--- src/rtl/bus_arb_pkg.sv ---
// rtl/bus_arb_pkg.sv - shared encodings and helpers for the memory bus arbiter
package bus_arb_pkg;

  localparam logic [1:0] S_IDLE = 2'd0;
  localparam logic [1:0] S_BUSY = 2'd1;
  localparam logic [1:0] S_ACK  = 2'd2;

  localparam logic ARB_FIXED = 1'b0;
  localparam logic ARB_RR    = 1'b1;

  // Index width that stays legal for a single-master build.
  function automatic int idx_w(input int n);
    return (n > 1) ? $clog2(n) : 1;
  endfunction

endpackage

--- src/rtl/bus_arb_pick.sv ---
// rtl/bus_arb_pick.sv - combinational priority picker, fixed or rotating start
module bus_arb_pick
  import bus_arb_pkg::*;
#(
  parameter int N  = 2,
  parameter int IW = 1
) (
  input  logic [N-1:0]  req,
  input  logic [IW-1:0] start,
  input  logic          mode,
  output logic [N-1:0]  win,
  output logic [IW-1:0] idx
);

  always_comb begin
    int   base;
    int   j;
    logic found;
    win   = '0;
    idx   = '0;
    found = 1'b0;
    j     = 0;
    base  = (mode == ARB_RR) ? int'(start) : 0;
    for (int i = 0; i < N; i++) begin
      j = base + i;
      if (j >= N) j = j - N;
      if (!found && req[j]) begin
        found  = 1'b1;
        win[j] = 1'b1;
        idx    = IW'(j);
      end
    end
  end

endmodule

--- src/rtl/bus_arb.sv ---
// rtl/bus_arb.sv - registered N-master arbiter for the CPU memory bus
// with lock support, per-transaction ack and OR-combined slave read data.
module bus_arb
  import bus_arb_pkg::*;
#(
  parameter int NUM_M  = 2,
  parameter int NUM_S  = 2,
  parameter int AW     = 16,
  parameter int DW     = 8,
  parameter int RD_LAT = 1,
  parameter int MODE   = 0
) (
  input  logic                clk,
  input  logic                nres,
  input  logic [NUM_M-1:0]    m_req,
  input  logic [NUM_M-1:0]    m_lock,
  input  logic [NUM_M*AW-1:0] m_a,
  input  logic [NUM_M-1:0]    m_r_nw,
  input  logic [NUM_M*DW-1:0] m_dout,
  output logic [NUM_M-1:0]    m_gnt,
  output logic [NUM_M-1:0]    m_ack,
  output logic [DW-1:0]       m_din,
  output logic [AW-1:0]       s_a,
  output logic                s_r_nw,
  output logic [DW-1:0]       s_dout,
  input  logic [NUM_S*DW-1:0] s_din
);

  localparam int   IW       = idx_w(NUM_M);
  localparam logic ARB_MODE = (MODE == 1) ? ARB_RR : ARB_FIXED;

  logic [1:0]       state;
  logic [1:0]       lat_cnt;
  logic [IW-1:0]    owner;
  logic [IW-1:0]    last_owner;
  logic [IW-1:0]    next_start;
  logic [IW-1:0]    pick_idx;
  logic [NUM_M-1:0] pick_win;
  logic [NUM_M-1:0] elig;
  logic [NUM_M-1:0] owner_oh;
  logic             lock_valid;
  logic             lock_hold;
  logic             txn_rd;
  logic [DW-1:0]    rd_or;

  assign owner_oh   = NUM_M'(1) << owner;
  assign lock_hold  = lock_valid && m_lock[owner];
  // A held lock narrows arbitration to the owner alone.
  assign elig       = lock_hold ? (m_req & owner_oh) : m_req;
  assign next_start = (last_owner == IW'(NUM_M - 1)) ? '0 : last_owner + 1'b1;

  always_comb begin
    rd_or = '0;
    for (int i = 0; i < NUM_S; i++) rd_or = rd_or | s_din[i*DW +: DW];
  end

  bus_arb_pick #(
    .N  (NUM_M),
    .IW (IW)
  ) u_pick (
    .req   (elig),
    .start (next_start),
    .mode  (ARB_MODE),
    .win   (pick_win),
    .idx   (pick_idx)
  );

  always_ff @(posedge clk or negedge nres) begin
    if (!nres) begin
      state      <= S_IDLE;
      lat_cnt    <= '0;
      owner      <= '0;
      last_owner <= IW'(NUM_M - 1);
      lock_valid <= 1'b0;
      txn_rd     <= 1'b1;
      m_gnt      <= '0;
      m_ack      <= '0;
      m_din      <= '0;
      s_a        <= '0;
      s_r_nw     <= 1'b1;
      s_dout     <= '0;
    end else begin
      m_ack <= '0;
      case (state)
        S_IDLE: begin
          if (lock_valid && !m_lock[owner]) lock_valid <= 1'b0;
          if (|pick_win) begin
            m_gnt      <= pick_win;
            owner      <= pick_idx;
            last_owner <= pick_idx;
            s_a        <= m_a[int'(pick_idx)*AW +: AW];
            s_r_nw     <= m_r_nw[pick_idx];
            s_dout     <= m_r_nw[pick_idx] ? '0 : m_dout[int'(pick_idx)*DW +: DW];
            txn_rd     <= m_r_nw[pick_idx];
            lat_cnt    <= 2'(RD_LAT);
            state      <= S_BUSY;
          end else if (!lock_hold) begin
            m_gnt <= '0;
          end
        end
        S_BUSY: begin
          // Writes finish in their single strobe cycle; reads wait out the latency.
          if (!txn_rd || lat_cnt == 2'd0) begin
            if (txn_rd) m_din <= rd_or;
            m_ack  <= owner_oh;
            s_a    <= '0;
            s_r_nw <= 1'b1;
            s_dout <= '0;
            state  <= S_ACK;
          end else begin
            lat_cnt <= lat_cnt - 2'd1;
          end
        end
        S_ACK: begin
          lock_valid <= m_lock[owner];
          if (!m_lock[owner]) m_gnt <= '0;
          state <= S_IDLE;
        end
        default: state <= S_IDLE;
      endcase
    end
  end

endmodule
--- config.mk ---
export PLATFORM = sky130hd
export DESIGN_NAME = bus_arb
export DESIGN_NICKNAME = d
export VERILOG_FILES = /design/src/rtl/bus_arb_pkg.sv /design/src/rtl/bus_arb_pick.sv /design/src/rtl/bus_arb.sv
export SDC_FILE = /design/constraint.sdc
export NUM_CORES = 1
export LEC_CHECK = 0
export ABC_AREA = 1
export BUFFER_PORTS_ARGS = -buffer_cell sky130_fd_sc_hd__buf_2
export CAP_MARGIN = 5
export CORE_MARGIN = 1
export CORE_UTILIZATION = 45
export DETAILED_ROUTE_END_ITERATION = 16
export GPL_TIMING_DRIVEN = 0
export PLACE_DENSITY = 0.77
export SYNTH_ARGS = -nofsm -noshare
export SYNTH_HDL_FRONTEND = slang
export SYNTH_SLANG_ARGS = --single-unit
--- constraint.sdc ---
create_clock -name clk -period 1.55 [get_ports clk]
set_input_delay 0.31 -clock clk [delete_from_list [all_inputs] [get_ports clk]]
set_output_delay 0.31 -clock clk [all_outputs]
set_load 0.05 [all_outputs]
---- Word-level counts from Yosys, hierarchy flattened ----
Cells that the tools add are included.
storage, ports and cells
  register bits ........................... 44
  input port bits ......................... 72
cells by class
  add/sub/neg operators ................... 1
  $lt $le $gt $ge ......................... 2
  equal/unequal tests ..................... 8
  shifts and indexed selects .............. 3
  multiplexer cells ....................... 32
  bitwise gates (word level) .............. 2
  reductions and logical operators ........ 19
operators by type and width
  cell                                                        count
  2-to-1 mux 16 bit                                           2
  one-hot mux 16 bit (2 select lines)                         1
  indexed part select 32 x 6 -> 16 bit                        1
  2-to-1 mux 8 bit                                            3
  2-to-1 mux 2 bit                                            10
  one-hot mux 8 bit (2 select lines)                          1
  indexed part select 16 x 5 -> 8 bit                         1
  one-hot mux 2 bit (2 select lines)                          3
  AND reduction 3 bit                                         4
  2-to-1 mux 1 bit                                            10
  inequality test 2 bit, second input constant                5
  bitwise OR 8 bit                                            1
  AND reduction 2 bit                                         3
  logical NOT 2 bit                                           2
  less-than comparator 1 x 2 -> 1 bit, second input constant  2
  one-hot mux 1 bit (2 select lines)                          2
  nonzero test 2 bit                                          2
  logical AND 1 bit                                           3
  logical NOT 1 bit                                           3
  inequality test 3 bit, second input constant                1
  AND 2 bit                                                   1
  equality test 2 x 1 -> 1 bit, second input constant         1
  equality test 2 bit, second input constant                  1
  OR reduction 2 bit                                          1
  3 further kinds                                             3

---- Longest topological paths before layout ----
  depth in word-level cells ............... 13
  gate-level depth with buffers ........... 11
  gate-level depth less buffers ........... 10

---- Hierarchy ----
From an unflattened synthesis, not the netlist that was laid out.
unflattened totals
  cells, all modules ...................... 305
  area, all modules ....................... 2417.3 um2
by module, submodules not included
  module        instances  cells each  area an instance (um2)  seq. area each (um2)
  bus_arb       1          299         2382.3                  1129.8
  bus_arb_pick  1          6           35.0                    0.0

---- Least setup slack after synthesis ----
Ideal clock, no wire load.
  path type ............................... flip-flop to flip-flop
  start point ............................. register lat_cnt[0]
  end point ............................... register s_dout[4]
  data arrival time ....................... 1295 ps
  data required time ...................... 1487 ps
  slack ................................... 192 ps
  cell stages (with the launch flop) ...... 11
  path buffers ............................ 1
  cell sequence ........................... dfrtp_1 > inv_1 > ha_1 > nor2_1 > nor2_4 > nor2_8 > buf_6 > nand2_1 > nand2_1 > nand2_1 > inv_1
on the way
  word-level cells in the longest chain between the ends .. 4
ends and longest elaborated chain
  what                                    line            text
  start, declared                         bus_arb.sv:33   logic [1:0] lat_cnt;
  start signal, assigned                  bus_arb.sv:95   lat_cnt <= 2'(RD_LAT);
  start signal, assigned                  bus_arb.sv:111  lat_cnt <= lat_cnt - 2'd1;
  logical NOT 2 bit                       bus_arb.sv:103  if (!txn_rd || lat_cnt == 2'd0) begin
  logical OR 1 bit                        bus_arb.sv:103
  inequality test 2 bit (no source line)  --
  AND reduction 3 bit (no source line)    --
  end signal, assigned                    bus_arb.sv:93   s_dout <= m_r_nw[pick_idx] ? '0 : m_dout[int'(pick_idx)*DW +: DW];
  end, declared                           bus_arb.sv:25   output logic [DW-1:0] s_dout,
No other way between the ends.
A chain may end at the register's enable or synchronous reset.

---- Final worst setup path ----
  start point ............................. register state[0]
  end point ............................... register s_dout[5]
on the way
  word-level cells in the longest chain between the ends .. 3
  elaborated cells between the ends (all ways) .. 7
ends and longest elaborated chain
  what                                                                                 line            text
  start, declared                                                                      bus_arb.sv:32   logic [1:0] state;
  start signal, assigned                                                               bus_arb.sv:70   state <= S_IDLE;
  start signal, assigned                                                               bus_arb.sv:96   state <= S_BUSY;
  start signal, assigned                                                               bus_arb.sv:109  state <= S_ACK;
  equality test 2 x 1 -> 1 bit / logical NOT 2 bit (equally long branches)             bus_arb.sv:84   case (state)
  inequality test 2 bit (no source line) / nonzero test 2 bit (equally long branches)  --
  AND reduction 3 bit (no source line)                                                 --
Several ways; a longest one is shown, not always the timed one.

==> results.md <==
- XOR/XNOR Fraction of Synth Area: 0%
- Core area: 4750 um2
- Die X: 72.4 um
- CP max FO: 10
- Number of buffers added on ports: 107
- Syn nets: 341
- Yosys reg bits: 44
- Dpl hpwl: 3860 um
- Post-CTS Hold Buffers: 0
- Detailed Route WL: approximately 5300 um
- CTS Root Cell: clkbuf_8
- Final worst setup slack: 0.0899 ns
- Syn Inst Count: 268
- Tmin final: 1.46 ns
- Yosys cell types: 25
- Fin crit share: 94.2%
- CTS Buf Count: 5
- Fin. max-slew vios: 0
- 1st-iter DRT viols: around 130
- Vias in the first global route: 1947
- Number of antenna diodes: 0
- Remaining DRCs: 0
- WL per Instance: 11.7 um
- CP Launch Type: flip-flop
- Final Net Count: 460
- Yosys warns: 0
- Most common cell after layout, fill and taps aside: buf_2
- Sequential share of the synthesized area: between 40% and 50%
- H-tree depth: 2
- Netlist Area Pre-Place: 2230 um2
- Maxcap violations: 0
- Commonest non-fill, non-tap cells in the layout: buf_2 (111), nand2_1 (77), dfrtp_1 (42)
- Worst-Margin Slew: 0.953 ns
- First-pass GRT wire length: slightly below 9000 um
- Met2 routed WL: between 2000 and 3000 um
- Relative max-transition margin: a little over a third
- Critical Path RT: about 1.7 ns
- Proportion of synthesized area in mux cells: 0%
- Top sig layer: met4
- RSZ-0062 raised after global routing: yes
- Fin. Hold Viols: 0
- Vias: 2173
- Met1 Wirelength: about 2400 um
- Final Skew: just under 0.006 ns
- Peak supply drop: around 1.2 mV
- Syn-to-layout area delta: 34.6%
- Clock tree buffer depth: 2
- Post-Place Cell Area: roughly 2800 um2
- Die ar.: 5240 um2
- Crit end category: flip-flop
- # clock sinks: 44
- Antenna-violating nets left: 0
- Largest family of logic cells by synthesized area: simple AND/OR/NAND/NOR gates
- Setup Viol. Count Final: 0
- Largest net degree at the start of global routing: 45
- Fmax: 0.685 GHz
- Initial antenna violation count: 0
- HP Class: in -> async
- Clock Pin Slew Worst Setup and Hold Paths: approximately 0.080 ns
- Worst Path Arrival: 1.65 ns
- Status: finished, final reports clean
- Synth Area in Simple Gates: between 20 and 30%
- All-Layer GR Usage: 21.5%
- Grt ovf: 0
- Via/cell ratio: 4.78
- Adder-Cell Fraction of Synth Area: less than 1%
- R2R depth: 9
- IO Count: 109
- Place WS: ~0.03 ns
- Layout cells sized above 1: 38.9%
- Compound-cell area share of the yosys netlist: 15.4%
- TritonCTS clock tree: done
- DRT Pass-1 Iters: 4
- Worst skew pair latency: between 0.2 and 0.3 ns
- Initial Util: around 47%
- Syn Area/Cell: 8.32 um2
- WL met3: 318 um
- Pwr dens: 2240 nW/um2
- Final Cell Area: ~3000 um2
- Total leakage power: 1.62 nW
- Setup CP Type: reg -> reg
- Rows: 25
- GP Congestion: around 0.81
- Die height: 72.4 um
## area by class of cell
class	instances	area (um2)
Multi-Input combinational cell	193	991
Buffer	14	95.1
Clock buffer	8	90.1
Timing Repair Buffer	112	573
Fill cell	448	1750
Tap cell	67	83.8
Inverter	17	63.8
Sequential cell	44	1100
## worst max-delay path, stage by stage, from the launching register on
cell	delay [ns]
dfrtp_1	0.43
nor2_4	0.19
nand3_1	0.16
nand2_4	0.17
nor2_8	0.06
buf_6	0.14
nand2_1	0.06
nand2_1	0.05
nand2_1	0.05
inv_1	0.04
## synthesized netlist by cell type, drive strengths merged
cell type	number	area share (%)
clkbuf	2	0.34
a21oi	10	2.2
nand3	9	3.3
dfstp	2	2.4
inv	17	2.9
a21boi	1	0.34
a31oi	17	4.8
buf	12	3.8
o21ai	36	8.1
dfrtp	42	47
nand4	9	2.5
nand2	84	16
ha	1	0.56
nor2	26	5.9
## per-stage QoR
stage / hold slack, ns / setup TNS [ns] / total power, mW / instances / utilization [%]
after floorplan: 0.0144 / 0 / 4.97 / 268 / -
after global placement: 0.454 / 0 / 5.79 / 442 / 59.9
after detailed placement: 0.460 / 0 / 5.86 / 442 / 59.9
after CTS: 0.207 / 0 / 6.61 / 450 / 61.8
after global routing: 0.247 / -0.0504 / 7.21 / 455 / 63.1
final: 0.166 / 0 / 6.71 / 455 / 63.1
## state kept, by name, summed over array words and instances, names as in the netlist
| name | cells |
|---|---|
| s_dout | 8 |
| state | 2 |
| m_ack | 2 |
| txn_rd | 1 |
| m_din | 8 |
| m_gnt | 2 |
| s_r_nw | 1 |
| owner | 1 |
| s_a | 16 |
| lat_cnt | 2 |
| lock_valid | 1 |
## worst paths after layout
path,startpoint,endpoint,slack [ns]
min in group clk,m_r_nw[0],txn_rd,0.27
setup reg to reg,state[0],s_dout[5],0.09
hold reg to reg,s_r_nw,s_r_nw,0.47
hold / removal,nres,s_a[5],0.17
max in group asynchronous,nres,s_a[10],0.79
setup / recovery,state[0],s_dout[5],0.09
## power by group
part / switching, mW / total, mW / leakage [nW] / internal (mW)
Clock: 0.357 / 0.720 / 0.0455 / 0.363
Sequential: 0.271 / 1.94 / 0.533 / 1.67
Combinational: 2.91 / 4.05 / 1.04 / 1.14
Total: 3.54 / 6.71 / 1.62 / 3.17
## cells by family after synthesis
group           after synthesis
fa+ha+maj                     1
buf+inv                      31
compound gates               64
flops                        44
simple gates                128
## layer usage
layer | GRT usage, % | vias up
met5 | 0 | -
met4 | 6.32 | 0
met3 | 5.83 | 5
met2 | 35.5 | 78
met1 | 27.8 | 965
li1 | - | 1125
## timing repair
item | CTS | global route
setup buffers | 0 | 5
endpoints found under the setup margin | 0 | 24
gates resized for setup | 0 | 7
Power figures use the tool's default switching activity.
